[config.mk]
export PLATFORM = sky130hd
export DESIGN_NAME = pipe_sink_stage_flat
export DESIGN_NICKNAME = d
export VERILOG_FILES = /design/src/rtl/pipe_sink_stage_if.sv /design/src/rtl/pipe_sink_stage.sv /design/src/flat_wrapper.sv
export SDC_FILE = /design/constraint.sdc
export NUM_CORES = 1
export LEC_CHECK = 0
export CORE_ASPECT_RATIO = 1.2
export CORE_MARGIN = 2
export CORE_UTILIZATION = 64
export DETAILED_ROUTE_END_ITERATION = 7
export DONT_BUFFER_PORTS = 1
export PLACE_DENSITY_LB_ADDON = 0.1
export SLEW_MARGIN = 15
export SYNTH_ARGS = -nofsm -noshare
export SYNTH_HDL_FRONTEND = slang
export SYNTH_SLANG_ARGS = --single-unit
[constraint.sdc]
create_clock -name clk -period 3.16 [get_ports clk]
set_clock_uncertainty 0.2 [all_clocks]
set_input_delay 0.316 -clock clk [delete_from_list [all_inputs] [get_ports clk]]
set_output_delay 0.316 -clock clk [all_outputs]
set_load 0.1 [all_outputs]
[src/rtl/pipe_sink_stage_if.sv]
// pipe_sink_stage_if: valid/allow handshake between an upstream stage and the sink
interface pipe_sink_stage_if #(parameter int DW = 32);
    logic          validin;
    logic [DW-1:0] datain;
    logic          out_allow;
    modport master (output validin, output datain, input out_allow);
    modport slave (input validin, input datain, output out_allow);
endinterface

[src/rtl/pipe_sink_stage.sv]
// pipe_sink_stage: pattern-throttled traffic sink with beat count, checksum and sequence check
module pipe_sink_stage #(
    parameter int DW = 32,
    parameter int PW = 8,
    parameter int CW = 16
) (
    input  logic          clk,
    input  logic          rst_n,
    pipe_sink_stage_if.slave up,
    input  logic          enable,
    input  logic          cfg_load,
    input  logic [PW-1:0] cfg_pattern,
    input  logic [DW-1:0] cfg_step,
    input  logic [CW-1:0] cfg_limit,
    output logic [CW-1:0] beat_count,
    output logic [DW-1:0] checksum,
    output logic [DW-1:0] last_data,
    output logic          seq_err,
    output logic          done
);
    typedef enum logic [1:0] {IDLE, RUN, DONE} state_t;
    state_t        state_q, state_d;
    logic [PW-1:0] pat_q, pat_d, cfg_pat_q, cfg_pat_d;
    logic [DW-1:0] step_q, step_d, sum_q, sum_d, last_q, last_d, exp_q, exp_d;
    logic [CW-1:0] lim_q, lim_d, cnt_q, cnt_d;
    logic          err_q, err_d, first_q, first_d, xfer;
    assign up.out_allow = (state_q == RUN) & pat_q[0];
    assign xfer = up.validin & up.out_allow;
    assign beat_count = cnt_q;
    assign checksum = sum_q;
    assign last_data = last_q;
    assign seq_err = err_q;
    assign done = state_q == DONE;
    always_comb begin
        state_d = state_q;
        pat_d = pat_q;
        cfg_pat_d = cfg_pat_q;
        step_d = step_q;
        lim_d = lim_q;
        cnt_d = cnt_q;
        sum_d = sum_q;
        last_d = last_q;
        exp_d = exp_q;
        err_d = err_q;
        first_d = first_q;
        if (state_q == IDLE) begin
            if (cfg_load) begin
                cfg_pat_d = (cfg_pattern == '0) ? '1 : cfg_pattern;
                step_d = cfg_step;
                lim_d = cfg_limit;
            end
            if (enable) begin
                state_d = RUN;
                pat_d = cfg_pat_d;
                cnt_d = '0;
                sum_d = '0;
                last_d = '0;
                err_d = 1'b0;
                first_d = 1'b1;
            end
        end else if (state_q == RUN) begin
            pat_d = {pat_q[0], pat_q[PW-1:1]};
            if (xfer) begin
                cnt_d = cnt_q + CW'(1);
                sum_d = {sum_q[DW-2:0], sum_q[DW-1]} ^ up.datain;
                last_d = up.datain;
                exp_d = up.datain + step_q;
                first_d = 1'b0;
                err_d = err_q | (!first_q && up.datain != exp_q);
            end
            state_d = !enable ? IDLE : (xfer && lim_q != '0 && cnt_d == lim_q) ? DONE : RUN;
        end else begin
            state_d = enable ? DONE : IDLE;
        end
    end
    always_ff @(posedge clk) begin
        if (!rst_n) begin
            state_q <= IDLE;
            pat_q <= '1;
            cfg_pat_q <= '1;
            step_q <= DW'(1);
            lim_q <= '0;
            cnt_q <= '0;
            sum_q <= '0;
            last_q <= '0;
            exp_q <= '0;
            err_q <= 1'b0;
            first_q <= 1'b1;
        end else begin
            state_q <= state_d;
            pat_q <= pat_d;
            cfg_pat_q <= cfg_pat_d;
            step_q <= step_d;
            lim_q <= lim_d;
            cnt_q <= cnt_d;
            sum_q <= sum_d;
            last_q <= last_d;
            exp_q <= exp_d;
            err_q <= err_d;
            first_q <= first_d;
        end
    end
endmodule

[src/flat_wrapper.sv]
// flat-port wrapper written by rule: the top's interface ports become plain ports
module pipe_sink_stage_flat 
#(
    parameter int DW = 32,
    parameter int PW = 8,
    parameter int CW = 16
)
  (clk, rst_n, enable, cfg_load, cfg_pattern, cfg_step, cfg_limit, beat_count, checksum, last_data, seq_err, done, up_validin, up_datain, up_out_allow);
  pipe_sink_stage_if #(.DW(DW)) up_i ();
  input  logic clk;
  input  logic rst_n;
  input  logic enable;
  input  logic cfg_load;
  input  logic [PW-1:0] cfg_pattern;
  input  logic [DW-1:0] cfg_step;
  input  logic [CW-1:0] cfg_limit;
  output logic [CW-1:0] beat_count;
  output logic [DW-1:0] checksum;
  output logic [DW-1:0] last_data;
  output logic seq_err;
  output logic done;
  input wire logic [$bits(up_i.validin)-1:0] up_validin;
  input wire logic [$bits(up_i.datain)-1:0] up_datain;
  output wire logic [$bits(up_i.out_allow)-1:0] up_out_allow;
  assign up_i.validin = up_validin;
  assign up_i.datain = up_datain;
  assign up_out_allow = up_i.out_allow;
  pipe_sink_stage #(.DW(DW), .PW(PW), .CW(CW)) u_core (.clk(clk), .rst_n(rst_n), .up(up_i), .enable(enable), .cfg_load(cfg_load), .cfg_pattern(cfg_pattern), .cfg_step(cfg_step), .cfg_limit(cfg_limit), .beat_count(beat_count), .checksum(checksum), .last_data(last_data), .seq_err(seq_err), .done(done));
endmodule
==> flow_summary.toml <==
[worst_hold_path]
hold_path.startpoint = "up_datain[0]"
hold_depth = 3
hold_class = "input port to flop"
worstHoldEndpoint = "u_core.exp_q[0]"

[clocking]
cts_max_path_buffers = 2
clock_latency_ns = 0.44
root_buffer = "clkbuf_16"
h-tree-depth = 4
cts.sink_count = 180
clk_pin_slew_worst_paths_ns = 0.07
cts_tree = "built"
numCtsBuffers = 17

[sta]
max_slew_margin_pct = 29.8
hold_violations = 0
rsz0062_at_grt = "true"
tns_ns = 0
post-route-period-util_pct = 94.0
finalCriticalPeriod_ns = 2.97
holdWs_ns = 0.0193
max_slew.worst_pin.slew_ns = 1.05
timing.fmax_mhz = 337
finalSetupViolations = 0
drv_slew = 0
layout_setup_ws_ns = 0.191

[yosys]
synth_fp_nets = 1231
avgSynthCellArea_sq_um = 8.26
yosys_most_used_dff = "dfxtp_1"
synth_top_area_cell = "dfxtp_1"
synth_most_common_cell = "dfxtp_1"
synth-seq-cells = 180
synth_cell_type_count = 62
synth.area.top_cells = "dfxtp_1 39%, nand2_1 6.1%, a21oi_1 5.9%"
seq_area_frac_synth_pct = 39.5
syn_inst = 1105
yosys_warnings = 0
synth_top_area_share_pct = 39.5
synth_common_cells = "180 x dfxtp_1, 149 x nand2_1, 107 x a21oi_1"
syn_area_sq_mm = 0.00912
synth_edf_count = 0
async_flop_share_pct = 0

[setup_path]
reg2reg_from = "u_core.step_q[0]"
crit_path_end_kind = "flop"
cp_data_arrival_time_ns = 3.11
rr_worst_depth = 11
reg2reg_slack_ns = 0.19
worstSetupPathType = "flop to flop"
worstPathRequired_ns = 3.30
regToRegEndpoint = "u_core.exp_q[30]"
path_max_fanout = 4
startpoint_type = "flop"

[power]
total_power_w = 0.00561
p_per_area_mw_per_mm2 = 503
ir_worst_vdd_mv = 0.386
p_leak_nw = 4.44

[final_layout]
fin_nets = 1337
num_antenna_cells = 0
synthToLayoutAreaGrowth_pct = 22.3
layout-drive-gt1-share_pct = 9.48

[floorplan]
initial_core_util_pct = 65.7
die_h_um = 135
rows = 47
dieWidth_um = 113
coreArea_sq_mm = 0.0139
io_pins = 176
die-area_sq_mm = 0.0152

[grt]
grt_pass1_vias = 8317
grt_overflow_total = 0
track_usage_pct = 34.1
grt_max_degree = 78
grt_pass1_wl_mm = 41.5
antenna_found_initial = 0

[outcome]
violations = "design-rule violations"
status = "finished, violations left"

[place]
gp_congestion = 0.937
hpwl_mm = 16.6
place_ws_ns = 0.191
io_buffers = 0

[route]
routed_wl_mm = 26.0
wl_per_cell_um = 18.6
final_antenna_net_count = 0
dr.pass1.iters = 8
viasPerCell = 6.19
dr.first_iter.drc_count = 592
vias = 8641
post-route-drc-count = 12

[run]
cap_violations = 0
==> timing repair <==
action,CTS,global route
endpoints found under the hold margin,151,0
gates resized for setup,0,5
setup buffers,0,0
setup endpoints to repair,0,3
hold buffers,93,0
==> flip-flops by register name, indices dropped and copies added, names as in the netlist, 2 cells and up <==
name,count
u_core.checksum,32
u_core.exp_q,32
u_core.last_data,32
u_core.step_q,32
u_core.beat_count,16
u_core.lim_q,16
u_core.cfg_pat_q,8
u_core.pat_q,8
u_core.state_q,2
==> metal layers <==
metal	GRT usage, %	up-vias	routed length, um
met4	14.2	0	805
met5	0	-	0
li1	-	4173	-
met1	38.7	4064	10100
met3	9.61	59	2060
met2	60.1	345	13100
==> final cells by class <==
type | count | area, sq um
multi-input combinational | 837 | 5210
clock inverter | 14 | 175
fill | 937 | 2720
timing repair buffer | 157 | 1450
sequential | 180 | 3600
inverter | 18 | 70.1
tap | 171 | 214
clock buffer | 18 | 439
==> power by group <==
group | switching [W] | internal [W]
logic | 0.000529 | 0.000363
clock network | 0.000937 | 0.00128
registers | 0.000146 | 0.00236
total | 0.00161 | 0.00400
==> cells in the final DEF, fill, tap and decap left out, types with 5 or more instances in the layout <==
| cell type | n |
|---|---|
| or3_1 | 6 |
| nor3_1 | 12 |
| o21a_1 | 11 |
| a221oi_1 | 10 |
| buf_4 | 62 |
| nor2_1 | 101 |
| a22oi_1 | 66 |
| nor2b_1 | 5 |
| dfxtp_1 | 180 |
| xor2_1 | 41 |
| and2_1 | 5 |
| ha_1 | 32 |
| a21o_1 | 15 |
| o21ai_0 | 53 |
| xnor2_1 | 61 |
| o221ai_1 | 8 |
| inv_1 | 17 |
| dlygate4sd3_1 | 92 |
| nand3_1 | 26 |
| a31oi_1 | 7 |
| a21oi_1 | 106 |
| o211ai_1 | 15 |
| nor4_1 | 7 |
| a211oi_1 | 11 |
| nand4_1 | 15 |
| nand2_1 | 149 |
| and3_1 | 7 |
| clkbuf_16 | 17 |
==> how the worst max path moves through the flow <==
stage	to	slack, ns	from
after floorplan	u_core.state_q[0]	0.07	u_core.beat_count[6]
after global placement	u_core.exp_q[28]	0.28	u_core.step_q[0]
after detailed placement	u_core.exp_q[28]	0.19	up_datain[11]
after CTS	u_core.exp_q[28]	0.19	u_core.step_q[0]
after global routing	u_core.exp_q[18]	-0.02	u_core.step_q[0]
final	u_core.exp_q[30]	0.19	u_core.step_q[0]
==> metrics by stage <==
step,cell area [sq um],util (%),std cells
floorplan,9120,-,1105
global placement,9590,69.1,1270
detailed placement,9590,69.1,1270
CTS,11100,80.3,1395
global route,11200,80.4,1395
finish,11200,80.4,1395
==> critical path: stages, from the launching register on <==
cell and delay, ns:
dfxtp_1 0.33, ha_1 0.19, inv_1 0.06, fa_1 0.40
nor2b_1 0.16, o31a_1 0.18, o211ai_1 0.17, a211o_1 0.37
a21oi_1 0.17, o21ai_1 0.14, o21a_1 0.21, o311ai_0 0.28
==> cells by family after synthesis <==
logic type / share of synthesized area (%)
xor gates and xnor gates: 9.79
buffers and inverters: 3.77
AOI/OAI and AO/OA: 23.6
adders and majority gates: 4.61
DFF: 39.5
and+or+nand+nor: 18.5
muxes: 0.247
(Power assumes the default switching activity.)
